`src/rtl/vector_issue_fifo_pkg.sv`:
```
// Shared definitions for the vector issue FIFO: default entry width,
// the entry type and the pointer-width helper.
package vector_issue_pkg;

  // Default width of one packed entry (instruction word plus scalar operands).
  localparam int DEFAULT_DATA_FROM_SCALAR = 96;

  typedef logic [DEFAULT_DATA_FROM_SCALAR-1:0] vec_issue_entry_t;

  // Pointer width for a circular buffer of 'depth' entries (never below 1 bit).
  function automatic int ptr_width(input int depth);
    return (depth > 1) ? $clog2(depth) : 1;
  endfunction

endpackage

```
`src/rtl/vector_issue_fifo_ptr_ctrl.sv`:
```
// Pointer/occupancy controller for the vector issue FIFO. Owns wr_ptr,
// rd_ptr and count, and decodes full/empty from count (never from pointer
// equality). Flush wins over push and pop.
module fifo_ptr_ctrl
  import vector_issue_pkg::*;
#(
  parameter int DEPTH = 8,
  parameter int PW    = ptr_width(DEPTH),
  parameter int CW    = $clog2(DEPTH) + 1
) (
  input  logic          clk,
  input  logic          rst,
  input  logic          flush,
  input  logic          push,
  input  logic          pop,
  output logic [PW-1:0] wr_ptr,
  output logic [PW-1:0] rd_ptr,
  output logic [CW-1:0] count,
  output logic          full,
  output logic          empty
);

  logic push_ok;
  logic pop_ok;

  // Occupancy decode; requests are re-qualified here so count can never
  // overflow or underflow whatever the caller drives.
  always_comb begin
    full    = (count == CW'(DEPTH));
    empty   = (count == '0);
    push_ok = push && !full;
    pop_ok  = pop && !empty;
  end

  // Pointer and count registers; DEPTH is a power of two so pointers wrap naturally.
  always_ff @(posedge clk or posedge rst) begin
    if (rst) begin
      wr_ptr <= '0;
      rd_ptr <= '0;
      count  <= '0;
    end else if (flush) begin
      wr_ptr <= '0;
      rd_ptr <= '0;
      count  <= '0;
    end else begin
      if (push_ok) wr_ptr <= wr_ptr + PW'(1);
      if (pop_ok)  rd_ptr <= rd_ptr + PW'(1);
      case ({push_ok, pop_ok})
        2'b10:   count <= count + CW'(1);
        2'b01:   count <= count - CW'(1);
        default: count <= count;
      endcase
    end
  end

endmodule

```
`src/rtl/vector_issue_fifo.sv`:
```
// Vector issue FIFO: buffers packed vector instructions from the scalar
// pipeline and presents the head entry to the vector dispatch stage.
//
// Handshakes (both sides, strict valid/ready): a transfer happens on a
// rising clk edge when valid and ready are both high. valid_fifo never
// depends on ready; push_ready never depends on push_valid or on a
// same-cycle pop (a full FIFO always refuses).
//
// Optional build macro VECTOR_ISSUE_FIFO_BYPASS_EN: when the FIFO is empty
// an offered entry is presented combinationally in the same cycle and, if
// dispatch takes it, it is never written. Without the macro an entry
// reaches the head one cycle after it is pushed.
module vector_issue_fifo
  import vector_issue_pkg::*;
#(
  parameter int DATA_FROM_SCALAR   = DEFAULT_DATA_FROM_SCALAR,
  parameter int DEPTH              = 8,
  parameter int ALMOST_FULL_THRESH = 6
) (
  input  logic                        clk,
  input  logic                        rst,
  input  logic                        push_valid,
  input  logic [DATA_FROM_SCALAR-1:0] push_data,
  output logic                        push_ready,
  input  logic                        flush,
  output logic [DATA_FROM_SCALAR-1:0] instruction,
  output logic                        valid_fifo,
  input  logic                        ready,
  output logic                        almost_full,
  output logic                        empty,
  output logic [$clog2(DEPTH):0]      count
);

  localparam int PW = ptr_width(DEPTH);
  localparam int CW = $clog2(DEPTH) + 1;

  logic [DATA_FROM_SCALAR-1:0] mem [DEPTH];
  logic [PW-1:0]               wr_ptr;
  logic [PW-1:0]               rd_ptr;
  logic                        full;
  logic                        push_en;
  logic                        pop_en;
  logic                        bypass_hit;

  fifo_ptr_ctrl #(
    .DEPTH (DEPTH),
    .PW    (PW),
    .CW    (CW)
  ) u_ptr_ctrl (
    .clk    (clk),
    .rst    (rst),
    .flush  (flush),
    .push   (push_en),
    .pop    (pop_en),
    .wr_ptr (wr_ptr),
    .rd_ptr (rd_ptr),
    .count  (count),
    .full   (full),
    .empty  (empty)
  );

  // Handshake decode, head presentation and flag outputs.
  always_comb begin
`ifdef VECTOR_ISSUE_FIFO_BYPASS_EN
    // An empty FIFO forwards the offered entry; flush suppresses it.
    bypass_hit = empty && push_valid && !flush;
`else
    bypass_hit = 1'b0;
`endif
    push_ready  = !full;
    valid_fifo  = !empty || bypass_hit;
    almost_full = (count >= CW'(ALMOST_FULL_THRESH));
    // A bypassed entry taken by dispatch in the same cycle is never stored.
    push_en     = push_valid && push_ready && !flush && !(bypass_hit && ready);
    // Only stored entries are popped; flush priority is applied in the controller.
    pop_en      = ready && !empty;
    instruction = '0;
    if (!empty) begin
      instruction = mem[rd_ptr];
    end else if (bypass_hit) begin
      instruction = push_data;
    end
  end

  // Storage write; contents need no reset because count gates every read.
  always_ff @(posedge clk) begin
    if (push_en) mem[wr_ptr] <= push_data;
  end

endmodule

```
`config.mk`:
```
export PLATFORM = sky130hd
export DESIGN_NAME = vector_issue_fifo
export DESIGN_NICKNAME = d
export VERILOG_FILES = /design/src/rtl/vector_issue_fifo_pkg.sv /design/src/rtl/vector_issue_fifo_ptr_ctrl.sv /design/src/rtl/vector_issue_fifo.sv
export SDC_FILE = /design/constraint.sdc
export NUM_CORES = 1
export LEC_CHECK = 0
export BUFFER_PORTS_ARGS = -buffer_cell sky130_fd_sc_hd__buf_2
export CORE_ASPECT_RATIO = 1.2
export CORE_MARGIN = 4
export CORE_UTILIZATION = 32
export DETAILED_ROUTE_END_ITERATION = 12
export GPL_ROUTABILITY_DRIVEN = 0
export SLEW_MARGIN = 20
export SYNTH_ARGS = -nofsm -noshare
export SYNTH_HDL_FRONTEND = slang
export SYNTH_HIERARCHICAL = 1
export SYNTH_SLANG_ARGS = --single-unit
```
`constraint.sdc`:
```
create_clock -name clk -period 21.9 [get_ports clk]
set_input_delay 1.095 -clock clk [delete_from_list [all_inputs] [get_ports clk]]
set_output_delay 1.095 -clock clk [all_outputs]
set_load 0.05 [all_outputs]
```
Yosys cells after proc, flatten, opt, wreduce, memory -nomap -nowiden
Memories as Yosys holds them, arrays and structs flattened.
Cells that the tools add are included.
Cells by class
  $add $sub $neg: 4
  $lt $le $gt $ge: 1
  equal/unequal tests: 3
  muxes and demuxes: 9
  reductions and logical operators: 12
Operators with widths (number)
  $mux W96: 1
  $mux W3: 4
  $pmux W4 S2: 1
  $add A3 B1 Y3 const B: 2
  $logic_and A1 B1 Y1: 5
  $add A4 B1 Y4 const B: 1
  $eq A4 B4 Y1 const B: 1
  $ge A4 B3 Y1 const B: 1
  $logic_not A4 Y1: 1
  $mux W4: 1
  $reduce_bool A2 Y1: 2
  $sub A4 B1 Y4 const B: 1
  $logic_not A1 Y1: 3
  $reduce_bool A3 Y1: 1
  $eq A2 B1 Y1 const B: 1
  $eq A2 B2 Y1 const B: 1
  $mux W1: 2
Word-level totals
  flip-flop bits (word level): 10
  memory bits (writable): 768
  bits of input ports: 101
  output and inout port bits: 104
  word-level logic and storage cells: 33
  memories kept: 1
Memories
  mem: words 8, bits a word 96, read ports 1, clocked after Yosys merged registers in 0, write ports 1, RTL line vector_issue_fifo.sv:37  | logic [DATA_FROM_SCALAR-1:0] mem [DEPTH];

Longest topological paths before layout
Gate-level depths: netlist (run 1).
  depth in word-level cells: 8
  mapped depth: 12
  gate-level depth less buffers: 9

Hierarchy
Netlist (run 1), hierarchy kept.
By module, submodules not included
  vector_issue_fifo: times used 1, cells an instance 1235, area an instance 29314.4 um^2, seq. area each 23062.1 um^2
  fifo_ptr_ctrl: times used 1, cells an instance 65, area an instance 654.4 um^2, seq. area each 250.2 um^2

Least setup slack after synthesis (run 1)
OpenSTA, ideal clock, no wires.
  path kind: flip-flop to flip-flop
  start: register u_ptr_ctrl.count[1]
  end: memory mem[0][0] (netlist bit), enable pin
  setup time: 668 ps
  data arrival time: 8097 ps
  required time: 21232 ps
  path slack: 13135 ps
  cell stages (with the launch flop): 7
  path buffers: 1
  period minus slack after synthesis: 8765 ps
  path through: dfrtp_1 -> or4b_4 -> buf_6 -> inv_1 -> nor3b_1 -> nand2b_1 -> nor3_1
On the way
  word-level cells in the longest chain between the ends: 6
Ends and longest elaborated chain
  start: declaration: RTL line vector_issue_fifo_ptr_ctrl.sv:18  | output logic [CW-1:0] count,
  start signal: assignment: RTL line vector_issue_fifo_ptr_ctrl.sv:49  | 2'b10: count <= count + CW'(1);
  start signal: assignment: RTL line vector_issue_fifo_ptr_ctrl.sv:50  | 2'b01: count <= count - CW'(1);
  start signal: assignment: RTL line vector_issue_fifo_ptr_ctrl.sv:51  | default: count <= count;
  $eq A4 B4 Y1: RTL line vector_issue_fifo_ptr_ctrl.sv:29  | full = (count == CW'(DEPTH));
  via full: RTL line vector_issue_fifo.sv:40  | logic full;
  $logic_not A1 Y1: RTL line vector_issue_fifo.sv:70  | push_ready = !full;
  $logic_and A1 B1 Y1 (2 in a row): RTL line vector_issue_fifo.sv:74  | push_en = push_valid && push_ready && !flush && !(bypass_hit && ready);
  via push_en: RTL line vector_issue_fifo.sv:41  | logic push_en;
  $mux W1: RTL line vector_issue_fifo.sv:87  | if (push_en) mem[wr_ptr] <= push_data;
  $mux W1 (not written as such): RTL line vector_issue_fifo.sv:87
  end: declaration: RTL line vector_issue_fifo.sv:37
The timed path passes the listed nets, and every way through them passes these cells.

Worst setup path after layout (run 1)
  start: register u_ptr_ctrl.rd_ptr[0]
  end: output port instruction[49]
On the way
  word-level cells in the longest chain between the ends: 2
Ends and longest elaborated chain
  start: declaration: RTL line vector_issue_fifo_ptr_ctrl.sv:17  | output logic [PW-1:0] rd_ptr,
  start signal: assignment: RTL line vector_issue_fifo_ptr_ctrl.sv:47  | if (pop_ok) rd_ptr <= rd_ptr + PW'(1);
  $mem_v2 Z8 W96
  $mux W96: RTL line vector_issue_fifo.sv:78  | if (!empty) begin
  end: declaration: RTL line vector_issue_fifo.sv:26  | output logic [DATA_FROM_SCALAR-1:0] instruction,
No other way between the ends.

==> metrics.yaml, run 1 <==
status: "complete, no violations"
cts_setup_buffers: 0
grt_pass1_wl_mm: 98.4
cts_sinks: 778
r2r_start: "u_ptr_ctrl/count[1]"
leakage_nw: 10.9
yosysSeqAreaShare: 0.778
coreArea_um2: 92700
setup.worst_path.start: "u_ptr_ctrl/rd_ptr[0]"
rsz0062_at_grt: "no"
grt_pass1_vias: 15300
synth_top_area_frac: 0.770
synthesis.nets: 1406
cp_num_buf_inv: 3
ir_drop_uv: 87.3
post-route-period-util: 0.229
wl_per_cell_um: 22.9
yosys.area.top_type: "edfxtp_1"
root_buffer: "clkbuf_16"
via_per_inst: 4.83
syn-cell-area_um2: 30000
grt_start_max_net_pins: 104
nets: 1651
nFillCells: 8409
fp.dieH_um: 343
synth-async-reset-ratio: 0.0129
holdWs_ns: 0.465
place_ws_ns: 17.40
synth_edf_count: 768
worstPathCellList: "buf_4 > buf_4 > mux4_2 > mux2i_1 > nor2_1 > buf_2"
timing.rr.end: "mem[0][12]"
setup_tns_ns: 0
yosys_warnings: 6
clockBufferDepth: 3
path_max_fanout: 37
drive_gt1_frac: 0.343
grt_use_total: 0.133
path_class: "reg2out"
cts_tree: "yes"
yosysUniqueCellTypes: 33
end_kind: "primary output"
crit_path_frequent_cell: "buf_4"
ctsResizeCount: 0
syn2layout_area_growth_pct: 16.5
mostFrequentLayoutCells: "768 x edfxtp_1, 204 x buf_2, 192 x mux4_2"
firstDrtPassIters: 5
path_depth: 6
io_buffers: 204
final_common_cell: "edfxtp_1"
wl_mm: 65.4
critPathLaunchType: "flop"
r2r_slack_ns: 18.12
worstSkewPairLatency_ns: 0.63
die_area_um2: 98600
synth_area_leaders: "edfxtp_1 77%, mux4_2 14%, mux2i_1 3.3%"
cp_slowest_cell: "dfrtp_4"
cts.clk_slew.worst_paths_ns: 0.06
hold_buffers: 0
drtIter0Drc: 1128
dpl.hpwl_mm: 34.7
io_pins: 205
fmax_mhz: 199
worstMarginPinSlew_ns: 1.04
final-setup-viol-count: 0
crit_family: "buffers and inverters"
netlist_instances: 1300
ys.flop_type: "edfxtp_1"
rows: 122
hp-class: "in2async"
htree_levels: 3
cts_buffers: 81
critPathRequiredTime_ns: 20.81
ant_nets: 0
ys_ff_latch: 778
start_util: 0.323
final_max_slew_viol_count: 0
die_w_um: 287
avgSynthCellArea_um2: 23.1
powerDensity_nw_per_um2: 102
timing.clock.skew_ns: 0.0188
maxCapViolCount: 0
slew_headroom: 0.307
drcViolationCount: 0
worstPathArrival_ns: 3.93
cp-endpoint: "instruction[49]"
gr-total-overflow: 0
hold_viol_final: 0
postLayoutCoreUtil: 0.377
layout_setup_ws_ns: 16.88
via_count: 13800
r2r_cells: 8
fin_crit_ns: 5.02
crit_path_max_incr_delay_ns: 0.74
antenna_found_initial: 13
[power breakdown]
group / internal (mW) / switching (mW) / leakage, nW
Clock: 0.769 / 0.561 / 1.26
Combinational: 0.139 / 0.413 / 2.59
Sequential: 1.66 / 0.0119 / 7.07
[area by class of cell]
type | count | area [µm²] | area share
Antenna cell | 6 | 15.0 | 0.000430
Clock buffer | 95 | 2080 | 0.0596
Clock inverter | 51 | 522 | 0.0149
Inverter | 5 | 18.8 | 0.000538
Multi-Input combinational cell | 448 | 6150 | 0.176
Sequential cell | 778 | 23300 | 0.668
Tap cell | 1240 | 1550 | 0.0444
Timing Repair Buffer | 231 | 1260 | 0.0360
[Yosys cell counts (all sizes together), types with 2 or more instances]
master / count
dfrtp: 10
nand3: 4
mux4: 192
nand2: 6
a21oi: 5
nor3: 3
buf: 53
a211oi: 3
xor2: 3
nor2: 111
mux2i: 99
nand2b: 3
ha: 4
clkbuf: 16
edfxtp: 768
xnor2: 3
or4b: 2
inv: 5
[sequential cells by signal, summed over array words and instances, names as in the netlist]
name,flops
mem,768
u_ptr_ctrl/count,4
u_ptr_ctrl/rd_ptr,3
u_ptr_ctrl/wr_ptr,3
[per-layer routing]
layer,GRT usage,share of wire,routed length [µm]
met1,0.175,0.42,27800
met2,0.229,0.51,33600
met3,0.0254,0.046,3020
met4,0.0362,0.015,964
met5,0,0.0012,81
[per-stage QoR]
step	cells	instance area [µm²]	power [mW]
floorplan	1300	30000	2.12
global placement	2701	32300	2.26
detailed placement	2702	32300	2.27
CTS	2848	34900	3.61
global route	2852	34900	3.70
finish	2854	34900	3.55
[cell families (layout without fill, tap and decap cells)]
| logic type | Yosys count | count (layout) | synth area share |
|---|---|---|---|
| flops | 778 | 778 | 0.778 |
| mux | 291 | 291 | 0.177 |
| simple gates | 133 | 133 | 0.0182 |
| buf+inv | 74 | 382 | 0.0190 |
| compound gates | 13 | 13 | 0.00355 |
| xor+xnor | 6 | 6 | 0.00175 |
| fa+ha+maj | 5 | 5 | 0.00234 |
| other cells | 0 | 6 | 0 |
[worst min path at each step]
stage	start	to	slack [ns]	depth (start not counted)
finish	rst	u_ptr_ctrl/wr_ptr[0]	0.46	2
global route	rst	u_ptr_ctrl/wr_ptr[0]	0.45	2
CTS	rst	u_ptr_ctrl/rd_ptr[0]	0.41	2
detailed placement	u_ptr_ctrl/wr_ptr[0]	u_ptr_ctrl/wr_ptr[0]	0.60	2
global placement	u_ptr_ctrl/wr_ptr[0]	u_ptr_ctrl/wr_ptr[0]	0.58	2
floorplan	u_ptr_ctrl/rd_ptr[1]	u_ptr_ctrl/rd_ptr[1]	0.51	2
Power figures use the tool's default switching activity.
==> inputs of run 2 (changes only) <==
--- a/config.mk
+++ b/config.mk
@@ -5,6 +5,7 @@
 export SDC_FILE = /design/constraint.sdc
 export NUM_CORES = 1
 export LEC_CHECK = 0
+export ABC_AREA = 1
 export BUFFER_PORTS_ARGS = -buffer_cell sky130_fd_sc_hd__buf_2
 export CORE_ASPECT_RATIO = 1.2
 export CORE_MARGIN = 4
==> constraint.sdc (replaced) <==
create_clock -name clk -period 5.2 [get_ports clk]
set_input_delay 0.26 -clock clk [delete_from_list [all_inputs] [get_ports clk]]
set_output_delay 0.26 -clock clk [all_outputs]
set_load 0.05 [all_outputs]
==> metrics.yaml, run 2 <==
r2r_start: "u_ptr_ctrl/count[3]"
fp.dieH_um: 366
die_w_um: 307
synth_most_common_cell: "nand2_1"
timing.rr.end: "mem[7][49]"
synth_top_area_frac: 0.674
grt_pass1_wl_mm: 126
clockBufferDepth: 3
cts_sinks: 778
worstPathArrival_ns: 3.79
fin_crit_ns: 4.05
post-route-period-util: 0.778
drcViolationCount: 0
critPathLaunchType: "flop"
nFillCells: 10300
synth_commonest_cells: "981 x nand2_1, 783 x inv_1, 768 x edfxtp_1"
path_max_fanout: 78
final_common_cell: "nand2_1"
yosys.area.top_type: "edfxtp_1"
avgSynthCellArea_um2: 9.99
grt_use_total: 0.144
hold_viol_final: 0
final-setup-viol-count: 0
io_pins: 205
timing.clock.skew_ns: 0.0175
wl_mm: 81.6
largest_register_ffs: 768
via_per_inst: 4.36
ant_nets: 0
min_to: "u_ptr_ctrl/rd_ptr[1]"
cts_buffers: 84
grt_pass1_vias: 21800
io_buffers: 204
syn-cell-area_um2: 34200
dpl.hpwl_mm: 41.2
rows: 131
synth_area_leaders: "edfxtp_1 67%, nand2_1 11%, inv_1 8.6%"
powerDensity_nw_per_um2: 349
ys.flop_type: "edfxtp_1"
yosysSeqAreaShare: 0.681
firstDrtPassIters: 5
top_regs: "mem x768, u_ptr_ctrl/count x4"
final_max_slew_viol_count: 0
root_buffer: "clkbuf_16"
grt_start_max_net_pins: 183
die_area_um2: 112000
critPathRequiredTime_ns: 4.94
worstSkewPairLatency_ns: 0.65
netlist_instances: 3427
via_count: 22500
layout_setup_ws_ns: 1.15
antenna_found_initial: 9
drive_gt1_frac: 0.101
hp-class: "in2reg"
end_kind: "primary output"
postLayoutCoreUtil: 0.381
synth-async-reset-ratio: 0.0129
synthesis.nets: 3533
fin_cells: 5153
yosysUniqueCellTypes: 29
r2r_cells: 10
htree_levels: 3
cts.clk_slew.worst_paths_ns: 0.06
status: "complete, no violations"
holdWs_ns: 0.113
regMostFlops: "mem"
place_ws_ns: 1.75
min_path_cells: 7
drtIter0Drc: 1465
nets: 3791
maxCapViolCount: 0
cts_tree: "yes"
leakage_nw: 17.7
cts_setup_buffers: 0
syn2layout_area_growth_pct: 18.2
fmax_mhz: 247
path_class: "reg2out"
start_util: 0.322
ys_ff_latch: 778
wl_per_cell_um: 15.8
r2r_slack_ns: 2.09
setup_tns_ns: 0
yosys_warnings: 6
ir_drop_uv: 256
synth_edf_count: 768
coreArea_um2: 106000
placed_cells: 4897
worstMarginPinSlew_ns: 1.09
rsz0062_at_grt: "no"
mostFrequentLayoutCells: "981 x nand2_1, 782 x inv_1, 768 x edfxtp_1"
slew_headroom: 0.269
gr-total-overflow: 0
min-delay-start: "ready"
==> run 2: cell types whose count changed in the layout (fill, tap and decap cells not counted), sizes merged, moves of 8 or more <==
cell / delta
dlygate4sd3: +98
inv: +781
mux2i: -99
nand2: +982
nand3: +481
nor2: +97
clkinv: -8
clkbuf: +13
mux4: -192
==> run 2: layer usage <==
layer / track usage / part of all wire
met1: 0.177 / 0.43
met2: 0.256 / 0.50
met3: 0.0285 / 0.051
met4: 0.0378 / 0.020
met5: 0 / 0.00053
==> run 2: stage by stage <==
stage	total power [mW]	area, µm²
final	14.1	40500
after CTS	14.3	40400
after global routing	14.7	40500
after detailed placement	8.28	36700
after global placement	8.26	36700
after floorplan	7.89	34200
==> run 2: worst max-delay path, stage by stage (launching register included) <==
cell and delay [ns]:
dfrtp_4 0.79, buf_4 0.74, buf_4 0.78, nand2_1 0.12, nand3_1 0.11, nand3_1 0.09, nand2_1 0.08, nor2_1 0.08
buf_2 0.21
==> run 2: what timing repair did <==
action / CTS / global route
resized for setup: 0 / 0
hold endpoints to repair: 786 / 0
hold buffers: 98 / 0
==> run 2: how the worst max path moves through the flow <==
stage / from / to / slack, ns / cells past startpoint
6_report: u_ptr_ctrl/rd_ptr[0] / instruction[56] / 1.15 / 8
5_1_grt: u_ptr_ctrl/rd_ptr[0] / instruction[56] / 0.81 / 8
2_1_floorplan: u_ptr_ctrl/count[0] / mem[0][0] / -1.17 / 8
4_1_cts: u_ptr_ctrl/rd_ptr[0] / instruction[11] / 1.04 / 8
3_5_place_dp: u_ptr_ctrl/rd_ptr[0] / instruction[11] / 1.75 / 8
3_3_place_gp: u_ptr_ctrl/rd_ptr[0] / instruction[11] / 1.75 / 8
==> run 2: where the power goes <==
group | internal, mW | leakage [nW] | switching [mW]
logic | 0.297 | 9.33 | 0.903
registers | 6.97 | 7.07 | 0.0232
clock network | 3.56 | 1.34 | 2.38
==> run 2: cell families after synthesis <==
group | after synthesis | share of synthesized area
fa+ha+maj | 5 | 0.00205
simple gates | 1684 | 0.204
flops | 778 | 0.681
buf+inv | 946 | 0.110
compound gates | 11 | 0.00186
xor+xnor | 3 | 0.000768
==> run 2: final cells by class <==
type,count,area (µm²),share of cell area
inverters,788,2980,0.0737
multi-input cells,1703,7230,0.179
flip-flops and latches,778,23300,0.577
diodes,7,17.5,0.000433
repair buffers,330,2410,0.0596
well taps,1396,1750,0.0432
clock inverters,43,494,0.0122
clock buffers,108,2260,0.0558
==> inputs of run 3 (changes only) <==
==> constraint.sdc (replaced) <==
create_clock -name clk -period 4.1 [get_ports clk]
set_input_delay 0.205 -clock clk [delete_from_list [all_inputs] [get_ports clk]]
set_output_delay 0.205 -clock clk [all_outputs]
set_load 0.05 [all_outputs]
==> metrics.yaml, run 3 (synthesis results as in run 2) <==
status: "complete, no violations"
grt_pass1_vias: 22400
place_area_um2: 36900
syn2layout_area_growth_pct: 18.7
fin_area_um2: 40600
crit_path_max_incr_delay_ns: 0.69
final_common_cell: "nand2_1"
worstSkewPairLatency_ns: 0.64
coreArea_um2: 106000
grt_start_max_net_pins: 133
fp.dieH_um: 366
top_regs: "mem x768, u_ptr_ctrl/count x4"
root_buffer: "clkbuf_16"
wl_per_cell_um: 15.8
crit_path_frequent_cell: "nor2_1"
ir_drop_uv: 341
ctsResizeCount: 0
fmax_mhz: 278
via_count: 22700
htree_levels: 3
via_per_inst: 4.39
nets: 3808
min_to: "u_ptr_ctrl/rd_ptr[1]"
cp_slowest_cell: "dfrtp_4"
gr-total-overflow: 0
r2r_cells: 10
critPathLaunchType: "flop"
worstMarginPinSlew_ns: 1.08
wl_mm: 81.7
cp_num_buf_inv: 3
fin_crit_ns: 3.60
final_max_slew_viol_count: 0
grt_use_total: 0.143
min-delay-start: "ready"
rsz0062_at_grt: "no"
maxCapViolCount: 0
ant_nets: 0
hp-class: "in2reg"
path_max_fanout: 57
critPathRequiredTime_ns: 3.89
cts_tree: "yes"
holdWs_ns: 0.0683
postLayoutCoreUtil: 0.383
die_w_um: 307
clockBufferDepth: 3
timing.rr.end: "mem[7][32]"
io_pins: 205
drcViolationCount: 0
io_buffers: 204
r2r_start: "u_ptr_ctrl/count[3]"
drtIter0Drc: 1445
r2r_slack_ns: 1.42
cts_sinks: 778
path_class: "reg2out"
end_kind: "primary output"
antenna_found_initial: 7
powerDensity_nw_per_um2: 441
final-setup-viol-count: 0
slew_headroom: 0.279
rows: 131
regMostFlops: "mem"
dpl.hpwl_mm: 44.8
drive_gt1_frac: 0.109
cts_buffers: 85
firstDrtPassIters: 5
hold_viol_final: 0
fin_cells: 5172
min_path_cells: 7
cts.clk_slew.worst_paths_ns: 0.06
largest_register_ffs: 768
worstPathArrival_ns: 3.39
mostFrequentLayoutCells: "978 x nand2_1, 781 x inv_1, 768 x edfxtp_1"
die_area_um2: 112000
grt_pass1_wl_mm: 127
timing.clock.skew_ns: 0.0213
post-route-period-util: 0.878
start_util: 0.322
worstPathCellList: "inv_6 > buf_4 > nand3_1 > nand2_1 > nor2_1 > nor2_1 > buf_2"
crit_family: "buffers and inverters"
placed_cells: 4913
leakage_nw: 17.8
run 3: cell count changes in the layout (fill, tap and decap cells not counted), moves of 3 or more:
cell,before,now
buf_12,16,20
buf_4,12,24
clkbuf_1,21,15
clkinv_1,14,19
clkinv_2,13,17
clkinvlp_4,2,5
dfrtp_1,7,3
dfrtp_2,0,4
nand2_1,981,978
nand2_2,3,6
run 3: how the worst max path moves through the flow:
stage	start	end	slack, ns	depth (start not counted)
6_report	u_ptr_ctrl/rd_ptr[1]	instruction[0]	0.50	7
2_1_floorplan	u_ptr_ctrl/count[0]	mem[0][0]	-0.23	8
3_5_place_dp	u_ptr_ctrl/rd_ptr[1]	instruction[0]	1.04	7
4_1_cts	u_ptr_ctrl/rd_ptr[1]	instruction[0]	0.33	7
5_1_grt	u_ptr_ctrl/rd_ptr[1]	instruction[0]	0.19	7
3_3_place_gp	u_ptr_ctrl/rd_ptr[1]	instruction[0]	1.01	7
run 3: repair_timing:
item / in CTS / in global routing
setup buffers: 0 / 0
hold buffers: 98 / 0
endpoints found under the hold margin: 786 / 0
run 3: final cells by class:
type                            count  area (µm²)
Sequential cell                   778       23300
Timing Repair Buffer              346        2580
Fill cell                       10300       65600
Antenna cell                        5        12.5
Clock buffer                      103        2260
Clock inverter                     53         492
Inverter                          788        2980
Tap cell                         1396        1750
Multi-Input combinational cell   1703        7240
run 3: worst register-to-register path, stage by stage, from the launching register on:
cell	delay, ns
dfrtp_2	0.44
inv_2	0.09
nor2_2	0.04
nand2_2	0.08
inv_1	0.07
clkinvlp_4	0.07
nand2_2	0.05
nor2_4	0.14
nand2_2	0.16
nor2_4	0.71
buf_4	0.47
run 3: report_power, final:
| group | leakage (nW) | switching (mW) | internal (mW) |
|---|---|---|---|
| Combinational | 9.43 | 1.15 | 0.385 |
| Clock | 1.34 | 3.08 | 4.43 |
| Sequential | 7.06 | 0.0239 | 8.84 |
| Total | 17.8 | 4.25 | 13.7 |
run 3: stage by stage:
step                TNS (ns)  worst slack [ns]  total power, mW
floorplan            -145.13            -0.230             10.0
global placement           0              1.01             10.5
detailed placement         0              1.04             10.5
CTS                        0             0.335             18.1
global route               0             0.192             18.6
finish                     0             0.501             17.9
run 3: routing by layer:
metal  up-vias  global-route usage  routed length [µm]
met1     10800               0.183               36000
met4         6              0.0366                1560
met2       465               0.251               40300
li1      11300                   -                   -
met3       122              0.0261                3800
met5         -                   0                  40
